==> src/rtl/rr_mux_nx1.sv <==
// rr_mux_nx1: N-to-1 valid/ready multiplexer with an internal arbiter
// (round-robin or fixed priority) and a one-entry registered output stage.
// in_ready depends combinationally only on in_valid, out_ready and reset;
// out_data/out_sel/out_valid come straight from registers.
module rr_mux_nx1 #(
    parameter int data_width = 32,
    parameter int num_ch     = 4,
    parameter int arb_mode   = 0    // 0: round-robin, 1: fixed priority (ch 0 highest)
) (
    input  logic                           clk,
    input  logic                           reset,
    input  logic [num_ch-1:0]              in_valid,
    input  logic [num_ch*data_width-1:0]   in_data,
    output logic [num_ch-1:0]              in_ready,
    output logic                           out_valid,
    output logic [data_width-1:0]          out_data,
    output logic [$clog2(num_ch)-1:0]      out_sel,
    input  logic                           out_ready
);

    localparam int sel_w = $clog2(num_ch);

    typedef logic [sel_w-1:0] sel_t;

    typedef enum logic {
        EMPTY = 1'b0,
        FULL  = 1'b1
    } state_t;

    state_t            state;
    state_t            state_nxt;
    sel_t              ptr;
    sel_t              gnt_idx;
    logic [num_ch-1:0] grant;
    logic              gnt_any;
    logic              load_ok;
    logic              xfer;

    assign out_valid = (state == FULL);
    assign load_ok   = !out_valid || out_ready;

    // Arbiter: scan in_valid from the start index (ptr in round-robin, 0 in
    // fixed priority), wrapping at num_ch so non-power-of-two counts never
    // produce an index at or above num_ch.
    always_comb begin
        int idx;
        // NOTE: every variable written here gets a default first, so no
        // path through the block leaves it unassigned and no latch is inferred.
        grant   = '0;
        gnt_idx = '0;
        gnt_any = 1'b0;
        idx     = 0;
        for (int k = 0; k < num_ch; k++) begin
            if (arb_mode == 0) begin
                idx = int'(ptr) + k;
            end else begin
                idx = k;
            end
            if (idx >= num_ch) begin
                idx = idx - num_ch;
            end
            if (!gnt_any && in_valid[sel_t'(idx)]) begin
                grant[sel_t'(idx)] = 1'b1;
                gnt_idx            = sel_t'(idx);
                gnt_any            = 1'b1;
            end
        end
    end

    // A grant only becomes an accept when the output stage can take a beat;
    // nothing is accepted while reset is held.
    assign in_ready = (load_ok && !reset) ? grant : '0;
    assign xfer     = gnt_any && load_ok && !reset;

    // Next output-stage state: load wins over drain, drain without load empties.
    always_comb begin
        state_nxt = state;
        case (state)
            EMPTY: begin
                if (xfer) begin
                    state_nxt = FULL;
                end
            end
            FULL: begin
                if (xfer) begin
                    state_nxt = FULL;
                end else if (out_ready) begin
                    state_nxt = EMPTY;
                end
            end
            default: state_nxt = EMPTY;
        endcase
    end

    // Output-stage state register.
    always_ff @(posedge clk or posedge reset) begin
        // NOTE: registers are updated with non-blocking assignments so every
        // flop samples pre-edge values regardless of statement order.
        if (reset) begin
            state <= EMPTY;
        end else begin
            state <= state_nxt;
        end
    end

    // Beat capture and round-robin pointer update on each transfer.
    always_ff @(posedge clk or posedge reset) begin
        if (reset) begin
            // NOTE: the data path is reset as well, so out_data/out_sel read
            // zero after reset instead of a stale beat.
            out_data <= '0;
            out_sel  <= '0;
            ptr      <= '0;
        end else if (xfer) begin
            out_data <= in_data[int'(gnt_idx)*data_width +: data_width];
            out_sel  <= gnt_idx;
            if (arb_mode == 0) begin
                if (int'(gnt_idx) == num_ch - 1) begin
                    ptr <= '0;
                end else begin
                    ptr <= gnt_idx + 1'b1;
                end
            end
        end
    end

endmodule

==> config.mk <==
export PLATFORM = sky130hd
export DESIGN_NAME = rr_mux_nx1
export DESIGN_NICKNAME = d
export VERILOG_FILES = /design/src/rtl/rr_mux_nx1.sv
export SDC_FILE = /design/constraint.sdc
export NUM_CORES = 1
export LEC_CHECK = 0
export ABC_AREA = 0
export CORE_ASPECT_RATIO = 2
export CORE_MARGIN = 2
export CORE_UTILIZATION = 39
export DETAILED_ROUTE_END_ITERATION = 6
export GPL_TIMING_DRIVEN = 0
export PLACE_DENSITY = 0.88
export REMOVE_ABC_BUFFERS = 1
export SLEW_MARGIN = 20
export SYNTH_ARGS = -nofsm -noshare
export SYNTH_HDL_FRONTEND = slang
export SYNTH_SLANG_ARGS = --single-unit
==> constraint.sdc <==
create_clock -name clk -period 4.5 [get_ports clk]
set_input_delay 1.35 -clock clk [delete_from_list [all_inputs] [get_ports clk]]
set_output_delay 1.35 -clock clk [all_outputs]
set_load 0.05 [all_outputs]
; Word-level counts from Yosys, hierarchy flattened
; Index checks and enable logic that the tools add are counted.
[totals]
in_bits = 135
elab_cells = 84
register_bits = 37
output_inout_bits = 39
[classes]
n_mux = 38
reduce_logical = 16
n_eq_ne = 1
n_shift = 1
bitwise = 4
addsub = 8
n_lt_le_gt_ge = 12
[op_table]
columns = op, n
row1 = $shiftx A128 B8 Y32, 1
row2 = $mux W4, 5
row3 = $mux W2, 9
row4 = $mux W1, 15
row5 = $lt A2 B3 Y1 const B, 4
row6 = $or A4 B4 Y4, 3
row7 = $logic_and A1 B1 Y1, 10
row8 = $ge A3 B3 Y1 const B, 3
row9 = $bmux W1 S2, 4
row10 = $demux W1 S2, 4
row11 = $ge A2 B1 Y1 const B, 4
row12 = $sub A2 B1 Y2 const B, 4
row13 = $add A2 B2 Y3 const B, 2
row14 = $logic_not A1 Y1, 5
row15 = $add A2 B1 Y3 const B, 1
row16 = $ge A2 B3 Y1 const B, 1
row17 = $add A2 B1 Y2 const B, 1
row18 = $eq A2 B1 Y1 const B, 1
row19 = $pmux W1 S2, 1
row20 = $logic_or A1 B1 Y1, 1
row21 = $not A1 Y1, 1

; Depth between registers and ports, before layout
; Gate-level depths: netlist of run 1.
[logic_depth]
word_depth = 18
depth_mapped = 15

; Least setup slack after synthesis of run 1
; Ideal clock, no wire load.
[synth_timing]
kind = reg2out
from = reg ptr[0]
to = out in_ready[0]
required_time_ns = 3.150
t_arrival_ns = 3.562
path_slack_ns = -0.412
n_path_buf = 7
stages_incl_launch_ff = 16
path_cell_list = dfrtp_1 -> buf_4 -> inv_1 -> clkbuf_1 -> clkbuf_1 -> ha_1 -> clkbuf_2 -> mux4_2 -> buf_2 -> nor2b_1 -> clkbuf_1 -> buf_2 -> a22oi_1 -> a21oi_1 -> a21oi_1 -> nor2_1
[synth_between]
elab_chain_cells = 15
word_cells_on_any_way = 60
cone_classes = 7 x add/sub / 12 x order compare / 28 x mux / 3 x bitwise / 10 x reduce/logical
[synth_lines]
columns = item, line
row1 = from (decl), 32  ; sel_t ptr;
row2 = from (signal assigned), 121  ; ptr <= gnt_idx + 1'b1;
row3 = branches (longest 13 deep; another with $add A2 B1 Y3), -
row4 = $mux W4 (*), 62  ; if (!gnt_any && in_valid[sel_t'(idx)]) begin
row5 = $mux W4 (*), 72  ; assign in_ready = (load_ok && !reset) ? grant : '0;
row6 = to (decl), 14  ; output logic [num_ch-1:0] in_ready,
; Every way passes the cells marked *. The select of a mux whose other input is x is not followed.

; Worst setup path in the final report of run 1
[layout_timing]
from = in in_valid[1]
to = out in_ready[0]
[layout_between]
elab_chain_cells = 13
word_cells_on_any_way = 25
cone_classes = 16 x mux / 3 x bitwise / 6 x reduce/logical
[layout_lines]
columns = item, line
row1 = from (decl), 12  ; input logic [num_ch-1:0] in_valid,
row2 = $bmux W1 S2, 62
row3 = $mux W1 (not written as such), 62
row4 = $mux W1, 62
row5 = $logic_not A1 Y1, 62
row6 = $logic_and A1 B1 Y1, 62
row7 = $mux W1, 62
row8 = $logic_not A1 Y1, 62
row9 = $logic_and A1 B1 Y1, 62
row10 = $mux W1, 62
row11 = $logic_not A1 Y1, 62
row12 = $logic_and A1 B1 Y1, 62
row13 = $mux W4 (*), 62
row14 = $mux W4 (*), 72
; Mark *: on every way between the ends. The rest lies on a longest branch, timed or not. The select of a mux whose other input is x is not followed.

==> results of run 1 <==
==> per-stage QoR <==
stage | power [uW] | cells | instance area (sq um) | worst slack (ns)
final | 4590 | 772 | 5970 | 0.121
after global routing | 4840 | 772 | 5970 | 0.0119
after CTS | 4530 | 769 | 5940 | 0.00528
after detailed placement | 4090 | 757 | 5750 | -1.39
after global placement | 3830 | 750 | 5590 | -4.18
after floorplan | 2850 | 442 | 3690 | -1.80
==> worst min-delay path by stage <==
stage / slack [ns] / cells after the start / endpoint
after floorplan: 0.75 / 2 / out_sel[0]
after global placement: 0.47 / 2 / out_sel[1]
after detailed placement: 0.47 / 2 / out_sel[1]
after CTS: 0.48 / 2 / out_sel[1]
after global routing: 0.53 / 2 / out_sel[0]
final: 0.48 / 2 / out_sel[1]
==> where the power goes <==
group	leakage [uW]	internal, uW	switching [uW]	total [uW]
clock	0.0000652	207	140	346
combinational	0.00192	1400	2170	3570
sequential	0.000444	503	175	678
total	0.00243	2110	2490	4590
==> registers in the layout, indices dropped and copies added, names as in the netlist <==
name / count
out_valid: 1
ptr: 2
out_sel: 2
out_data: 32
==> layer usage <==
layer  GRT usage (%)  part of all wire [%]  vias to the layer above
li1                -                     -                     2197
met1            31.8                    35                     2373
met2            49.5                    53                      324
met3            3.80                   6.3                       68
met4            18.8                   5.9                        0
met5               0                     0                        -
==> final cells by class <==
type                            instances  share of cell area [%]
Inverter                                5                   0.461
Sequential cell                        37                    15.6
Multi-Input combinational cell        400                    46.7
Clock buffer                            8                    2.29
Timing Repair Buffer                  187                    32.1
Tap cell                              135                    2.83
==> logic make-up (layout without fill, tap and decap cells) <==
family | Yosys count | after routing
AOI/OAI and AO/OA | 134 | 134
adders and majority gates | 8 | 8
buffers and inverters | 63 | 200
DFF | 37 | 37
muxes | 44 | 44
and+or+nand+nor | 214 | 214
==> critical path: cells and delay by family <==
family / cells / cell delay (ns)
compound gates: 3 / 0.43
mux: 1 / 0.53
buf+inv: 3 / 0.48
simple gates: 2 / 0.24
==> what timing repair did <==
action / in CTS / in global routing
setup endpoints to repair: 37 / 19
resized for setup: 42 / 13
cloned: 1 / 0
pin swaps: 0 / 2
buffers inserted: 3 / 3
==> synth_stat cells, types with 8 or more instances <==
| library cell | instances |
|---|---|
| a2111oi_0 | 13 |
| a21oi_1 | 24 |
| a221o_1 | 13 |
| a221oi_1 | 20 |
| a31o_2 | 12 |
| a41oi_1 | 18 |
| and2_1 | 18 |
| and3_1 | 49 |
| buf_2 | 8 |
| clkbuf_1 | 42 |
| dfrtp_1 | 37 |
| ha_1 | 8 |
| mux2_1 | 8 |
| mux2_2 | 10 |
| mux2i_1 | 24 |
| nand2_1 | 72 |
| nand3_1 | 15 |
| nand4_1 | 18 |
| nor2_1 | 26 |
| o31ai_1 | 13 |
==> results.json, run 1 <==
{
  "status": "complete, no violations",
  "finalClockSkew_ns": 0.00617,
  "min_from": "out_sel[1]",
  "final_layout_size_suffix_gt1_share_pct": 10.7,
  "htree_levels": 2,
  "synth_adder_area_share_pct": 2.54,
  "grt_max_degree": 81,
  "gp_congestion": 0.867,
  "multi_input_area_sq_um": 2790,
  "yosys.area.top_type_share_pct": 23.5,
  "rr_worst_depth": 10,
  "grt_pass1_vias": 5060,
  "drt_iter0_drc": 446,
  "arrival_ns": 3.03,
  "wl_per_cell_microns": 21.0,
  "clock_latency_ns": 0.28,
  "synthToLayoutAreaGrowth_pct": 51.1,
  "die_w_microns": 75.1,
  "cts.sink_count": 37,
  "async_flop_share_pct": 100,
  "cp-startpoint": "in_valid[1]",
  "ioPinCount": 174,
  "seq_area_sq_um": 931,
  "yosys.area_share.simple_pct": 28.0,
  "power.leakage_uw": 0.00243,
  "required_ns": 3.15,
  "synth-xor-area-share_pct": 0,
  "crit_fanout": 11,
  "coreArea_sq_um": 10000,
  "powerDensity_nw_per_um2": 770,
  "path_clk_slew_ns": 0.06,
  "ant_nets": 0,
  "drv_slew": 0,
  "cts_tree": "yes",
  "die_h_microns": 146,
  "utilization_pct": 59.5,
  "synth_top_family_by_area": "simple AND/OR/NAND/NOR gates",
  "worstPathCellList": "buf_2 > mux4_2 > nor2b_4 > clkbuf_16 > a22oi_1 > a21oi_1 > a21oi_1 > nor2_1 > buf_6",
  "worst_pin_slew_ns": 0.851,
  "antenna_cells": 0,
  "yosys.area.top_type": "dfrtp_1",
  "reg2reg_setup_slack_ns": 0.17,
  "reg2reg_from": "ptr[0]",
  "synth_warnings": 0,
  "dpl.hpwl_microns": 10900,
  "antenna_found_initial": 0,
  "hold_ws_ns": 0.479,
  "first_pass_iters": 7,
  "synth_edf_count": 0,
  "rsz0062_at_grt": "false",
  "cts_root_buf": "clkbuf_16",
  "final_common_cell": "clkdlybuf4s50_1",
  "vdd_drop_max_mv": 0.532,
  "grt_usage_pct": 28.9,
  "grt_pass1_wl_microns": 25000,
  "synthMuxAreaShare_pct": 12.4,
  "ys_top_cells_by_area": "dfrtp_1 (23%), and3_1 (7.8%), nand2_1 (6.8%)",
  "synth.distinct_cells": 44,
  "cpMostUsedCell": "a21oi_1",
  "r2r_end": "ptr[0]",
  "holdBufCountCts": 0,
  "syn_inst": 500,
  "hold_path_class": "reg -> reg",
  "synth_compound_area_share_pct": 26.7,
  "crit_path_end": "in_ready[0]",
  "startpoint_type": "input port",
  "vias": 4962,
  "max_slew_margin_pct": 43.3,
  "drc": 0,
  "syn_avg_cell_area_sq_um": 7.90,
  "layout_common_cells": "clkdlybuf4s50_1 (165), nand2_1 (72), and3_1 (49), dfrtp_1 (35), nor2_1 (25)",
  "ys_ff_latch": 37,
  "fin_nets": 779,
  "setup_viol": 0,
  "grt_overflow": 0,
  "end_kind": "primary output",
  "hold_viol_final": 0,
  "cts_buffer_depth": 2,
  "num_rows": 52,
  "period_share_pct": 97.3,
  "fmax_mhz": 228,
  "cpPeakStageDelay_ns": 0.53,
  "min_period_ns": 4.38,
  "die-area_sq_um": 11000,
  "setup_tns_ns": 0,
  "synthesis.area_sq_um": 3950,
  "port_buffers": 173,
  "start_util_pct": 39.4,
  "vias_per_cell": 6.43,
  "wirelength_microns": 16200,
  "synth-main-ff-cell": "dfrtp_1",
  "fillers": 909,
  "ys_seq_area_share_pct": 23.5,
  "cp_slowest_cell": "mux4_2",
  "worstSetupPathType": "in -> out",
  "drv_cap": 0,
  "cts_buffers": 5
}
(Power assumes the default switching activity.)
==> run 2, diff against run 1 <==
Settings changed: PLACE_DENSITY 0.88 to 0.85.
Clock period 4.5 ns to 4.4 ns, I/O delays scaled along.
==> run 2 against run 1 <==
Against the previous run:
- die area did not move
- design area rose by 2.4%
- via count rose by 0.73%
- largest cell class unchanged
- highest routed layer unchanged
==> results.json, run 2 (synthesized netlist as in run 1, its figures left out) <==
{
  "worstSetupPathType": "in -> out",
  "final_common_cell": "clkdlybuf4s50_1",
  "grt_pass1_wl_microns": 25400,
  "reg2reg_setup_slack_ns": 0.54,
  "clock_latency_ns": 0.28,
  "power.leakage_uw": 0.00251,
  "powerDensity_nw_per_um2": 802,
  "gp_congestion": 0.827,
  "top_register": "out_data",
  "worstPathCellList": "buf_2 > mux4_2 > nor2b_4 > clkbuf_16 > a22oi_1 > a21oi_1 > a21oi_1 > nor2_1 > buf_4",
  "dpl.hpwl_microns": 11200,
  "cts_buffers": 5,
  "path_delay_family": "multiplexers",
  "post-place-ws_ns": -1.35,
  "die_h_microns": 146,
  "grt_max_degree": 81,
  "min_delay_path_depth": 2,
  "cts.sink_count": 37,
  "coreArea_sq_um": 10000,
  "cp_slowest_cell": "mux4_2",
  "antenna_found_initial": 0,
  "cpPeakStageDelay_ns": 0.54,
  "wl_met1_microns": 5770,
  "path_clk_slew_ns": 0.06,
  "startpoint_type": "input port",
  "reg2reg_from": "ptr[0]",
  "rr_worst_depth": 11,
  "setup_viol": 0,
  "required_ns": 3.08,
  "grt_overflow": 0,
  "largest_reg_flops": 32,
  "dp_cells": 759,
  "wl_met3_microns": 992,
  "htree_levels": 2,
  "grt_usage_pct": 29.7,
  "finalNonFillerCells": 776,
  "finalClockSkew_ns": 0.00372,
  "worst_pin_slew_ns": 0.854,
  "layout_setup_ws_ns": 0.0905,
  "vdd_drop_max_mv": 0.462,
  "crit_fanout": 11,
  "fillers": 912,
  "hold_path_class": "reg -> reg",
  "fmax_mhz": 232,
  "ant_nets": 0,
  "max_slew_margin_pct": 43.1,
  "vias": 4998,
  "num_rows": 52,
  "hold_viol_final": 0,
  "end_kind": "primary output",
  "grt_pass1_vias": 5186,
  "wl_per_cell_microns": 21.4,
  "cp.depth": 9,
  "synthToLayoutAreaGrowth_pct": 54.7,
  "cts_tree": "yes",
  "worstHoldEndpoint": "out_sel[0]",
  "die_w_microns": 75.1,
  "drv_cap": 0,
  "cpMostUsedCell": "a21oi_1",
  "arrival_ns": 2.99,
  "fin_nets": 783,
  "die-area_sq_um": 11000,
  "hold_ws_ns": 0.485,
  "reg.largest.list": "out_data: 32 flops, out_sel: 2 flops, ptr: 2 flops",
  "drv_slew": 0,
  "start_util_pct": 39.4,
  "drc": 0,
  "cts_root_buf": "clkbuf_16",
  "port_buffers": 173,
  "highest_layer": "met4",
  "holdBufCountCts": 0,
  "routed-wl-met2_microns": 8830,
  "r2r_end": "out_data[0]",
  "period_share_pct": 97.9,
  "vias_per_cell": 6.44,
  "min_from": "out_sel[0]",
  "place_area_sq_um": 5810,
  "status": "complete, no violations",
  "drt_iter0_drc": 429,
  "fin_area_sq_um": 6110,
  "layout_common_cells": "clkdlybuf4s50_1 (165), nand2_1 (72), and3_1 (49), dfrtp_1 (35), nor2_1 (25)",
  "cts_buffer_depth": 2,
  "rsz0062_at_grt": "false",
  "ioPinCount": 174,
  "min_period_ns": 4.31,
  "antenna_cells": 0,
  "utilization_pct": 61.0,
  "wirelength_microns": 16600,
  "first_pass_iters": 5,
  "final_layout_size_suffix_gt1_share_pct": 12.0,
  "critical_path_buf_inv_count": 3
}
==> run 2: metrics by stage <==
stage	power [uW]	setup TNS [ns]
global placement	3940	-154.07
detailed placement	4260	-15.57
global route	5150	0
floorplan	2910	-37.38
CTS	4810	0
finish	4900	0
==> run 2: how the worst max path moves through the flow <==
stage,slack [ns],from,endpoint
after global placement,-4.36,ptr[0],in_ready[2]
after detailed placement,-1.35,in_valid[2],in_ready[1]
final,0.09,in_valid[1],in_ready[2]
after global routing,0.005,reset,in_ready[3]
after floorplan,-1.87,ptr[0],in_ready[0]
after CTS,0.04,in_valid[2],in_ready[1]
==> run 2: routing by layer <==
| metal | track usage (%) | vias up |
|---|---|---|
| li1 | - | 2199 |
| met1 | 32.5 | 2413 |
| met2 | 52.6 | 306 |
| met3 | 2.90 | 80 |
| met4 | 17.5 | 0 |
| met5 | 0 | - |
==> run 2: what timing repair did <==
action / in CTS / in global routing
pin swaps: 1 / 2
setup endpoints to repair: 18 / 4
resized for setup: 49 / 10
gates cloned: 2 / 0
setup buffers: 5 / 2
hold endpoints to repair: 0 / 0
==> run 2: power breakdown <==
group / switching, uW / internal [uW] / leakage (uW)
clock: 151 / 240 / 0.0000799
sequential: 148 / 515 / 0.000444
combinational: 2300 / 1540 / 0.00199
==> run 2: worst reg2reg max path, delay by kind of cell, from the launching register on <==
family	cells	cell delay (ns)
AO/OA/AOI/OAI	3	1.13
adder cells (fa/ha/maj)	1	0.25
buffers and inverters	4	0.72
flip-flops	1	0.50
multiplexers	1	0.34
AND/OR/NAND/NOR	2	0.76
==> run 2: final cells by class <==
class	instances	area [sq um]	area share [%]
multi-input combinational	400	2810	46.0
timing repair buffer	191	2020	33.0
sequential	37	931	15.2
tap	135	169	2.77
clock buffer	7	153	2.50
inverter	5	23.8	0.389
clock inverter	1	5.00	0.0819
==> run 3, diff against run 2 <==
Settings changed: CORE_MARGIN 2 to 3.
==> run 3 against run 2 <==
Against the previous run:
- power fell by 1.9%
- sequential share of layout area grew 0.19 points
- utilization grew 0.27 points
- clock power down 7.7%
- global-route usage shrank 2.0 points
- non-clock buffer count decreased by 1
- fmax fell by 0.67%
- clock skew increased by 0.0016 ns
- clock-buffer cell count increased by 1
- register-to-register slack lost 0.07 ns
==> results.json, run 3 (synthesized netlist as in run 1, its figures left out) <==
{
  "reg.largest.list": "out_data: 32 flops, out_sel: 2 flops, ptr: 2 flops",
  "critical_path_buf_inv_count": 3,
  "ant_nets": 0,
  "vias_per_cell": 6.42,
  "antenna_cells": 0,
  "top_register": "out_data",
  "layout_common_cells": "clkdlybuf4s50_1 (165), nand2_1 (72), and3_1 (49), dfrtp_1 (35), nor2_1 (25)",
  "gp_congestion": 0.830,
  "hold_viol_final": 0,
  "period_share_pct": 98.6,
  "min_delay_path_depth": 2,
  "powerDensity_nw_per_um2": 798,
  "fmax_mhz": 230,
  "cp.depth": 9,
  "min_period_ns": 4.34,
  "worst_pin_slew_ns": 0.866,
  "drv_cap": 0,
  "grt_max_degree": 81,
  "worstSetupPathType": "in -> out",
  "worstPathCellList": "clkbuf_4 > mux4_2 > nor2b_4 > clkbuf_16 > a22oi_1 > a21oi_1 > a21oi_1 > nor2_1 > buf_2",
  "max_slew_margin_pct": 42.2,
  "highest_layer": "met4",
  "synthToLayoutAreaGrowth_pct": 52.4,
  "clock_latency_ns": 0.29,
  "wl_per_cell_microns": 21.7,
  "status": "complete, no violations",
  "drc": 0,
  "die_h_microns": 148,
  "cts_buffer_depth": 2,
  "cts_tree": "yes",
  "start_util_pct": 40.2,
  "vias": 4964,
  "path_clk_slew_ns": 0.06,
  "num_rows": 51,
  "cpPeakStageDelay_ns": 0.52,
  "startpoint_type": "input port",
  "coreArea_sq_um": 9830,
  "cts_root_buf": "clkbuf_16",
  "htree_levels": 2,
  "routed-wl-met2_microns": 8810,
  "post-place-ws_ns": -1.51,
  "utilization_pct": 61.2,
  "rr_worst_depth": 11,
  "finalClockSkew_ns": 0.00532,
  "vdd_drop_max_mv": 0.443,
  "dpl.hpwl_microns": 11300,
  "ioPinCount": 174,
  "wl_met3_microns": 1130,
  "drv_slew": 0,
  "rsz0062_at_grt": "false",
  "first_pass_iters": 5,
  "grt_pass1_vias": 5304,
  "setup_tns_ns": 0,
  "final_layout_size_suffix_gt1_share_pct": 11.2,
  "required_ns": 3.08,
  "layout_setup_ws_ns": 0.0614,
  "hold_path_class": "reg -> reg",
  "dp_cells": 757,
  "grt_pass1_wl_microns": 25800,
  "largest_reg_flops": 32,
  "arrival_ns": 3.02,
  "grt_usage_pct": 27.7,
  "end_kind": "primary output",
  "power.leakage_uw": 0.00247,
  "port_buffers": 173,
  "cts.sink_count": 37,
  "finalNonFillerCells": 773,
  "die-area_sq_um": 11400,
  "cts_buffers": 5,
  "wl_met1_microns": 5790,
  "drt_iter0_drc": 433,
  "die_w_microns": 77.1,
  "wirelength_microns": 16800,
  "setup_viol": 0,
  "final_common_cell": "clkdlybuf4s50_1",
  "hold_ws_ns": 0.479,
  "crit_fanout": 12,
  "cp_slowest_cell": "mux4_2",
  "path_delay_family": "buffers and inverters",
  "cpMostUsedCell": "a21oi_1",
  "fin_nets": 783,
  "grt_overflow": 0,
  "antenna_found_initial": 0
}
## run 3: cell count changes in the layout (fill, tap and decap cells not counted), sizes merged
cell    change
clkbuf      +2
buf         -1
mux2        +1
bufbuf      -1
clkinv      -1
## run 3: path summary, 6_finish.rpt
path | startpoint | endpoint | slack (ns)
worst min register to register | out_sel[1] | out_sel[1] | 0.48
max in group asynchronous | reset | ptr[1] | 2.55
worst max register to register | ptr[0] | out_data[13] | 0.47
worst max-delay path | in_valid[3] | in_ready[3] | 0.06
min in group asynchronous | reset | out_data[1] | 1.34
worst min-delay path | out_sel[1] | out_sel[1] | 0.48
## run 3: worst reg2reg max path: stages (launching register included)
cell,delay [ns]
dfrtp_2,0.38
buf_12,0.22
inv_4,0.13
buf_12,0.19
ha_4,0.37
mux4_2,0.36
buf_4,0.20
nand3_2,0.12
nand3_2,0.68
a221o_1,0.54
a2111oi_0,0.47
o31ai_1,0.12
## run 3: final cells by class
class / instances / area [sq um]
Fill cell: 916 / 3810
Timing Repair Buffer: 190 / 1960
Inverter: 5 / 21.3
Sequential cell: 37 / 928
Tap cell: 132 / 165
Clock buffer: 8 / 136
Multi-Input combinational cell: 401 / 2810
## run 3: repair_timing
| item | CTS | global route |
|---|---|---|
| gates cloned | 1 | 1 |
| setup endpoints to repair | 21 | 4 |
| setup buffers | 4 | 2 |
| pin swaps | 1 | 2 |
| resized for setup | 48 | 6 |
| hold buffers | 0 | 0 |
## run 3: routing by layer
metal | up-vias | track usage (%)
li1 | 2201 | -
met1 | 2382 | 28.6
met2 | 301 | 49.6
met3 | 80 | 3.94
met4 | 0 | 20.8
met5 | - | 0
## run 3: per-stage QoR
stage | total power [uW] | cell area [sq um]
after global placement | 3950 | 5590
after detailed placement | 4250 | 5790
after CTS | 4730 | 5980
after floorplan | 2910 | 3690
after global routing | 5050 | 6020
final | 4800 | 6020
## run 3: where the power goes
part	total [uW]	internal, uW	switching (uW)
Clock	361	211	150
Combinational	3780	1480	2290
Sequential	664	513	151
Total	4800	2210	2590
